--- src/rtl/alu_cmd_sequencer.sv ---
// alu_cmd_sequencer: byte-serial command/operand sequencer feeding an external 8-bit ALU and capturing its result
module alu_cmd_sequencer #(
  parameter int EXEC_CYCLES = 1
) (
  input  logic       clk,
  input  logic       rst,
  input  logic [7:0] in_data,
  input  logic       in_valid,
  output logic       in_ready,
  output logic       out_valid,
  input  logic       out_ready,
  output logic [7:0] out_y,
  output logic [3:0] out_flags,
  output logic [7:0] alu_a,
  output logic [7:0] alu_b,
  output logic [2:0] alu_op,
  output logic       alu_sh_sel,
  input  logic [7:0] alu_y,
  input  logic       alu_c,
  input  logic       alu_z,
  input  logic       alu_n,
  input  logic       alu_v,
  output logic       busy
);
  typedef enum logic [2:0] {CMD, GET_A, GET_B, EXEC, RESP} state_t;
  state_t state, state_nx;
  logic [3:0] cnt;
  logic [7:0] last_y;
  logic xfer;
  assign in_ready  = state == CMD || state == GET_A || state == GET_B;
  assign out_valid = state == RESP;
  assign busy      = state != CMD;
  assign xfer      = in_valid && in_ready;
  always_comb begin
    state_nx = state;
    case (state)
      CMD:     state_nx = xfer ? (in_data[4] ? GET_B : GET_A) : CMD;
      GET_A:   state_nx = xfer ? GET_B : GET_A;
      GET_B:   state_nx = xfer ? EXEC : GET_B;
      EXEC:    state_nx = cnt == 4'd0 ? RESP : EXEC;
      RESP:    state_nx = out_ready ? CMD : RESP;
      default: state_nx = CMD;
    endcase
  end
  always_ff @(posedge clk or posedge rst) begin
    if (rst) begin
      state      <= CMD;
      cnt        <= '0;
      last_y     <= '0;
      out_y      <= '0;
      out_flags  <= '0;
      alu_a      <= '0;
      alu_b      <= '0;
      alu_op     <= '0;
      alu_sh_sel <= 1'b0;
    end else begin
      state <= state_nx;
      if (state == CMD && xfer) begin
        alu_op     <= in_data[2:0];
        alu_sh_sel <= in_data[3];
        if (in_data[4]) alu_a <= last_y;
      end
      if (state == GET_A && xfer) alu_a <= in_data;
      if (state == GET_B && xfer) begin
        alu_b <= in_data;
        cnt   <= 4'(EXEC_CYCLES - 1);
      end
      if (state == EXEC) begin
        cnt <= cnt - 4'd1;
        if (cnt == 4'd0) begin
          out_y     <= alu_y;
          out_flags <= {alu_c, alu_z, alu_n, alu_v};
          last_y    <= alu_y;
        end
      end
    end
  end
endmodule

--- config.mk ---
export PLATFORM = sky130hd
export DESIGN_NAME = alu_cmd_sequencer
export DESIGN_NICKNAME = d
export VERILOG_FILES = /design/src/rtl/alu_cmd_sequencer.sv
export SDC_FILE = /design/constraint.sdc
export NUM_CORES = 1
export LEC_CHECK = 0
export ABC_CLOCK_PERIOD_IN_PS = 4030
export CAP_MARGIN = 20
export CORE_MARGIN = 5
export CORE_UTILIZATION = 65
export CTS_CLUSTER_DIAMETER = 80
export CTS_CLUSTER_SIZE = 28
export DETAILED_ROUTE_END_ITERATION = 12
export DONT_BUFFER_PORTS = 1
export GPL_ROUTABILITY_DRIVEN = 0
export MAX_ROUTING_LAYER = met4
export PLACE_DENSITY = 0.81
export SLEW_MARGIN = 20
export SYNTH_ARGS = -nofsm -noshare
export SYNTH_HDL_FRONTEND = slang
export SYNTH_SLANG_ARGS = --single-unit
--- constraint.sdc ---
create_clock -name clk -period 4.03 [get_ports clk]
set_input_delay 0.403 -clock clk [delete_from_list [all_inputs] [get_ports clk]]
set_output_delay 0.403 -clock clk [all_outputs]
set_load 0.01 [all_outputs]
; ---- Word-level counts from Yosys, hierarchy flattened
; Index checks and enable logic that the tools add are counted.
[totals]
register_bits = 39
inputBits = 24
out_inout_bits = 35
[op_classes]
addsub = 1
eq_ne = 4
mux = 12
reduce_logical = 14
[op_table]
columns = cell, n
row1 = 2-to-1 mux 8 bit, 3
row2 = case mux 3 bit (5 select lines), 1
row3 = 2-to-1 mux 4 bit, 2
row4 = "== test 3 x 2 -> 1 bit, second input constant", 2
row5 = 2-to-1 mux 2 bit, 3
row6 = 2-to-1 mux 3 bit, 2
row7 = nonzero test 2 bit, 3
row8 = logical AND 1 bit, 4
row9 = zero test 4 bit, 1
row10 = AND reduction 2 bit, 2
row11 = "subtractor 4 x 1 -> 4 bit, second input constant", 1
row12 = "== test 3 x 1 -> 1 bit, second input constant", 1
row13 = "== test 3 bit, second input constant", 1
row14 = zero test 3 bit, 1
row15 = nonzero test 3 bit, 1
row16 = logical OR 1 bit, 2
row17 = 2-to-1 mux 1 bit, 1

; ---- Depth between registers and ports, before layout
; Gate-level depths: netlist (run 1).
[logic_depth]
depth_word = 7
ltp_mapped = 6

; ---- Worst setup path before layout (run 1)
; Ideal clock, no wire load.
[synth_timing]
path_kind = register -> register
from = register cnt[0]
to = register out_flags[0]
setup_ns = 0.125
t_arrival_ns = 1.391
setup_slack_ns = 2.514
path_stages_with_launch = 7
n_path_buf = 1
period_less_slack_ns = 1.516
cell_sequence = dfrtp_1 > inv_1 > ha_1 > and4bb_2 > nand2_2 > buf_6 > mux2_4
[synth_via]
elab_chain_len = 2
[synth_lines]
columns = item, line
row1 = "start, declared", 27  ; logic [3:0] cnt;
row2 = "start signal, assigned", 66  ; cnt <= 4'(EXEC_CYCLES - 1);
row3 = "start signal, assigned", 69  ; cnt <= cnt - 4'd1;
row4 = zero test 4 bit, 70  ; if (cnt == 4'd0) begin
row5 = AND reduction 2 bit (no source line), n/a
row6 = "end signal, assigned", 72  ; out_flags <= {alu_c, alu_z, alu_n, alu_v};
row7 = "end, declared", 13  ; output logic [3:0] out_flags,
; No other way between the ends.
; A chain may end at the register's enable or synchronous reset.

; ---- Worst setup path after layout (run 1)
[layout_timing]
from = register state[0]
to = register out_y[3]
[layout_via]
elab_chain_len = 2
[layout_lines]
columns = item, line
row1 = "start, declared", 26  ; state_t state, state_nx;
row2 = "start signal, assigned", 57  ; state <= state_nx;
row3 = == test 3 x 2 -> 1 bit, 68  ; if (state == EXEC) begin
row4 = AND reduction 2 bit (no source line), n/a
row5 = "end signal, assigned", 71  ; out_y <= alu_y;
row6 = "end, declared", 12  ; output logic [7:0] out_y,
; No other way between the ends.

==> impl_results.md, run 1 <==
- CP max FO: 13
- Yosys cell types: 29
- Met1 usage: 0.233
- CTS Sinks: 39
- RSZ-0062 raised after global routing: false
- Initial antenna violation count: 0
- Iter 0 DRT Violations: slightly above 40
- Syn Inst Count: approximately 130
- Number of cells on the worst reg-to-reg path: 3
- CTS resizes: 0
- Area of the core: about 2700 um^2
- DR pass1 iterations: 4
- Skew-Pair Late Insertion Delay: around 0.34 ns
- Area Growth Syn to Fin: 5.77%
- Largest area contributor in the netlist: dfrtp_1
- Actual slew at the worst max-slew pin: 0.520 ns
- Peak VDD IR: 0.000661 V
- Port bufs: 0
- Worst hold start: out_ready
- Final wirelength: roughly 3500 um
- CTS buffer count: 5
- Width of the die: just over 60 um
- Setup repair bufs after CTS: 0
- Synth area leaders: dfrtp_1, mux2_2, mux2_4, inv_1, ha_1
- Max-cap viol count: 0
- Total congestion overflow: 0
- Setup TNS: 0 ns
- Max-slew violations: 0
- Drt drc: 0
- Fmax: just under 500 MHz
- CTS tree: yes
- Nets: about 160
- HP Class: primary input to register
- CP Data Arrival Time: between 2 and 2.5 ns
- Critical path origin: state[0]
- Final instance area: 1880 um^2
- Crit share post-route: 0.504
- H-tree depth: 2
- Ports: slightly below 60
- Setup ws final: approximately 2.0 ns
- Reg-to-reg slack, setup: between 2 and 2.5 ns
- DR vias: roughly 1000
- Clock Skew: about 0.016 ns
- Seq/Total Area, Yosys: 0.549
- Final ANT Viol Nets: 0
- Post-DP Area: 1790 um^2
- GRT Util Overall: 0.198
- Die ar.: about 3900 um^2
- FP Rows: 19
- Max clock buf depth: 2
- CTS clk-pin slew, worst paths: about 0.12 ns
- Fin Hold WS: ~0.17 ns
- Worst Setup End Kind: register
- Status: complete, no violations
- Place WS: approximately 2.0 ns
- Post-Syn Area: between 1500 and 2000 um^2
- Share of cells above drive strength 1: 0.411
- Grt met2 use: 0.308
- Yosys warnings: 0
- Setup crit start kind: register
- Final min period: 2.03 ns
- First-pass GRT wire length: approximately 5800 um
- Final hold violation count: 0
- LEAKAGE: approximately 0.00085 uW
- Hold endpoint: state[2]
- FFs w/ async S/R, synth: 1.00
- Height of the die: 62.3 um
- # setup viols final: 0
- Vias per cell: 6.34
- RR Endpoint: out_y[3]
- CP Class: register to register
- Power per cell area: between 800 and 900 nW/um^2
- DPL Wire Length: roughly 2600 um
- Power Total: about 1700 uW
- Hold depth: 1
- Starting Density: 0.661
- Grt peak-use layer: met2
- Met3 usage: 0.0793
- Largest net degree at the start of global routing: 28
- Worst EP required: around 4.3 ns
- Post-synth EDFFs: 0
- Inserted Diodes: 0
- Syn Area/Cell: 14.2 um^2
- Post-synth top area share: 0.549
- Synth Flop Type: dfrtp_1
- R2R Path Start: state[0]
- WL/cell: around 22 um
- Syn_nets: roughly 150
- Flops & latches, synth: 39
- Rel. slew slack: 0.654
- Root Driver: clkbuf_4
- Vias in the first global route: ~1100
- Hold_buf cts: 1
-- power breakdown --
| part | internal (uW) | switching (uW) | total (uW) |
|---|---|---|---|
| clock | 127 | 125 | 252 |
| combinational | 340 | 215 | 555 |
| sequential | 589 | 276 | 865 |
-- Yosys cell counts (2+ instances only) --
library cell and instances:
nor2_1 5, ha_1 2, o21ai_0 5, dfrtp_1 39, a22o_1 2, nor4bb_1 2, buf_2 4, inv_1 7
buf_6 2, nand2b_1 2, mux2_2 29, mux2_4 9
-- worst max-delay path: stages, from the launching register on --
cell and delay, ns:
dfrtp_1 0.64, and2b_1 0.48, nand2_2 0.38, mux2_4 0.40
-- how the worst max path moves through the flow --
| stage | cells after the start | slack, ns | endpoint |
|---|---|---|---|
| global route | 3 | 1.87 | out_y[3] |
| floorplan | 6 | 2.51 | out_flags[0] |
| global placement | 3 | 2.13 | out_flags[2] |
| finish | 3 | 2.00 | out_y[3] |
| detailed placement | 3 | 2.02 | out_y[2] |
| CTS | 3 | 1.99 | out_y[3] |
-- cell families after synthesis --
family                   count (synthesis)  share of synthesized area
multiplexers                            39                      0.265
AO/OA/AOI/OAI                           13                     0.0500
buffers and inverters                   13                     0.0387
flip-flops                              39                      0.549
AND/OR/NAND/NOR                         19                     0.0824
adder cells (fa/ha/maj)                  2                     0.0141
-- cell type report --
class,count,area (um^2)
Clock buffer,5,37.5
Clock inverter,2,37.5
Fill cell,176,807
Inverter,7,26.3
Multi-Input combinational cell,73,738
Sequential cell,39,976
Tap cell,31,38.8
Timing Repair Buffer,3,25.0
-- sequential cells by signal, summed over array words and instances (netlist names) --
name / flops
alu_a: 8
alu_b: 8
out_y: 8
cnt: 4
out_flags: 4
alu_op: 3
state: 3
alu_sh_sel: 1
-- stage by stage --
stage,instances,util
3_3_place_gp,152,0.668
4_1_cts,160,0.700
5_1_grt,160,0.700
3_5_place_dp,152,0.668
2_1_floorplan,125,-
6_report,160,0.700
-- per-layer routing --
layer | vias to the layer above | wire, um
li1 | 446 | -
met4 | 0 | 57
met2 | 52 | 1720
met3 | 6 | 334
met1 | 511 | 1350
met5 | - | 0
-- layout by cell type, fill, tap and decap left out --
master,synthesis,final
clkinvlp_4,0,1
nand3b_1,1,1
nor4bb_1,2,1
nand4bb_1,1,1
o21ai_0,5,5
bufinv_16,0,1
o2bb2ai_1,1,1
inv_1,7,7
o21bai_1,1,1
mux2_2,29,29
nand2_2,1,1
dfrtp_1,39,39
nor4_4,1,1
mux2_4,9,9
nand2b_1,2,2
mux2i_1,1,1
dlygate4sd3_1,0,1
and4bb_2,1,1
nand4_1,1,1
or3_1,1,1
a21oi_1,1,1
nand2_1,1,1
nor4bb_2,0,1
ha_1,2,2
and2b_1,1,1
o21ai_2,1,1
nor2_1,5,5
buf_4,0,2
a21o_1,1,1
o32ai_1,1,1
a22o_1,2,2
clkbuf_4,0,5
nor3b_2,1,1
Note: power is estimated with default switching activity, not from simulation.
==> inputs of run 2 (changes only) <==
--- a/config.mk
+++ b/config.mk
@@ -5,17 +5,17 @@
 export SDC_FILE = /design/constraint.sdc
 export NUM_CORES = 1
 export LEC_CHECK = 0
-export ABC_CLOCK_PERIOD_IN_PS = 4030
+export ABC_CLOCK_PERIOD_IN_PS = 2029
 export CAP_MARGIN = 20
 export CORE_MARGIN = 5
-export CORE_UTILIZATION = 65
+export CORE_UTILIZATION = 61
 export CTS_CLUSTER_DIAMETER = 80
 export CTS_CLUSTER_SIZE = 28
 export DETAILED_ROUTE_END_ITERATION = 12
 export DONT_BUFFER_PORTS = 1
 export GPL_ROUTABILITY_DRIVEN = 0
 export MAX_ROUTING_LAYER = met4
-export PLACE_DENSITY = 0.81
+export PLACE_DENSITY = 0.77
 export SLEW_MARGIN = 20
 export SYNTH_ARGS = -nofsm -noshare
 export SYNTH_HDL_FRONTEND = slang
==> constraint.sdc (replaced) <==
create_clock -name clk -period 2.03 [get_ports clk]
set_input_delay 0.203 -clock clk [delete_from_list [all_inputs] [get_ports clk]]
set_output_delay 0.203 -clock clk [all_outputs]
set_load 0.01 [all_outputs]
==> impl_results.md, run 2 (synthesis gave the netlist of run 1 again) <==
- Area of the core: approximately 2800 um^2
- Final instance area: 2100 um^2
- LEAKAGE: between 0.0009 and 0.001 uW
- Max clock buf depth: 2
- CTS Sinks: 39
- CTS tree: yes
- CP max stage delay: ~0.48 ns
- Final ANT Viol Nets: 0
- Top sig layer: met4
- Width of the die: 64.0 um
- Skew-Pair Late Insertion Delay: ~0.33 ns
- Port bufs: 0
- Post-DP Area: approximately 1800 um^2
- Inserted Diodes: 0
- RSZ-0062 raised after global routing: false
- Logic pwr share: 0.381
- Actual slew at the worst max-slew pin: a little over 0.5 ns
- Drt drc: 0
- Commonest non-fill, non-tap cells in the layout: dfrtp_1, mux2_2, dlygate4sd3_1, mux2_4, inv_1
- CTS buffer count: 5
- CTS clk-pin slew, worst paths: about 0.11 ns
- Area Growth Syn to Fin: 18.2%
- Largest net degree at the start of global routing: 28
- CP max-delay cell: and2b_1
- Crit share post-route: 0.854
- CP Data Arrival Time: between 1.5 and 2 ns
- H-tree depth: 2
- Nets: roughly 180
- Worst path top cell family by delay: simple AND/OR/NAND/NOR gates
- Final min period: 1.73 ns
- Register area: between 900 and 1000 um^2
- DR vias: 1084
- WL/cell: approximately 19 um
- Height of the die: 64.0 um
- Max-cap viol count: 0
- DR pass1 iterations: 4
- Starting Density: 0.639
- CP Class: register to register
- Critical path cell sequence: and2b_1 > nand2_2 > mux2_4
- Vias in the first global route: between 1000 and 1500
- # setup viols final: 0
- Detail Route met2 WL: about 1800 um
- Area occupied by multi-input gates: 738 um^2
- Iter 0 DRT Violations: 39
- HP Class: primary input to register
- Clock Skew: just over 0.007 ns
- Initial antenna violation count: 0
- CTS resizes: 0
- Power per cell area: approximately 1600 nW/um^2
- Worst EP required: approximately 2.3 ns
- FP Rows: 19
- Worst Setup End Kind: register
- Commonest non-fill, non-tap cell in the layout: dfrtp_1
- Share of cells above drive strength 1: 0.370
- Clock network power share: 0.116
- Die ar.: 4090 um^2
- Sequential Power Share: 0.503
- Ports: 59
- Number of buffers and inverters on the critical path: 0
- Switching fraction of total power: 0.373
- Fill cells: around 170
- GRT Util Overall: 0.198
- Fmax: 577 MHz
- Rel. slew slack: 0.660
- Met3 wire len: roughly 280 um
- Setup TNS: 0 ns
- Power Internal: 2050 uW
- CP max FO: 13
- Status: complete, no violations
- DPL Wire Length: roughly 2500 um
- Final wirelength: around 3600 um
- Final hold violation count: 0
- Biggest regs: alu_a: 8 flops, alu_b: 8 flops, out_y: 8 flops
- Peak VDD IR: roughly 0.0012 V
- Vias per cell: 5.86
- Setup crit start kind: register
- Setup repair bufs after CTS: 0
- First-pass GRT wire length: 6100 um
- Root Driver: clkbuf_4
- Power Total: roughly 3300 uW
- M1 WL: about 1500 um
- Max-slew violations: 0
- Sw Pwr: between 1000 and 1500 uW
- Total congestion overflow: 0
[run 2: cell types whose count changed in the layout (fill, tap and decap cells not counted), sizes merged]
| cell | change |
|---|---|
| clkbuf | +1 |
| bufinv | -1 |
| clkinv | +1 |
| dlygate4sd3 | +20 |
| buf | +4 |
[run 2: stage by stage]
stage / hold slack, ns / utilization / setup slack (ns) / cells
final: 0.0219 / 0.755 / 0.297 / 185
after global routing: 0.000179 / 0.755 / 0.173 / 185
after CTS: 0.000140 / 0.755 / 0.268 / 185
after detailed placement: 0.150 / 0.660 / 0.295 / 156
after global placement: 0.138 / 0.660 / 0.337 / 156
after floorplan: 0.310 / - / 0.514 / 125
[run 2: path summary, 6_finish.rpt]
kind / endpoint / slack (ns) / start / depth (start not counted)
setup / recovery: out_flags[1] / 0.30 / state[2] / 3
hold / removal: out_y[5] / 0.02 / alu_y[5] / 1
setup reg to reg: out_flags[1] / 0.30 / state[2] / 3
hold reg to reg: cnt[3] / 0.52 / cnt[3] / 1
max in group asynchronous: alu_a[5] / 1.19 / rst / 3
min in group asynchronous: out_y[2] / 0.32 / rst / 2
[run 2: layout make-up]
class,instances,area share
flip-flops and latches,39,0.465
well taps,31,0.0185
repair buffers,27,0.127
inverters,7,0.0125
clock inverters,2,0.00596
multi-input cells,73,0.351
clock buffers,6,0.0197
[run 2: power by group through the flow]
| stage | clock network, uW | logic, uW | registers, uW |
|---|---|---|---|
| detailed placement | 0 | 1220 | 1670 |
| global placement | 0 | 1170 | 1660 |
| floorplan | 0 | 1050 | 1560 |
| finish | 379 | 1240 | 1640 |
| CTS | 402 | 1250 | 1660 |
| global route | 432 | 1360 | 1710 |
[run 2: repair_timing]
item / CTS / global route
hold buffers: 21 / 0
endpoints found under the hold margin: 36 / 0
endpoints found under the setup margin: 0 / 0
[run 2: layer usage]
| layer | vias to the layer above | GRT usage |
|---|---|---|
| met2 | 44 | 0.302 |
| met5 | - | - |
| met3 | 7 | 0.0736 |
| met4 | 0 | 0.0779 |
| met1 | 536 | 0.237 |
| li1 | 497 | - |
==> inputs of run 3 (changes only) <==
--- a/config.mk
+++ b/config.mk
@@ -16,7 +16,7 @@
 export GPL_ROUTABILITY_DRIVEN = 0
 export MAX_ROUTING_LAYER = met4
 export PLACE_DENSITY = 0.77
-export SLEW_MARGIN = 20
 export SYNTH_ARGS = -nofsm -noshare
 export SYNTH_HDL_FRONTEND = slang
 export SYNTH_SLANG_ARGS = --single-unit
+export TNS_END_PERCENT = 100
==> results of run 3 <==
The final DEF is identical to that of run 2; final timing and power are the same.
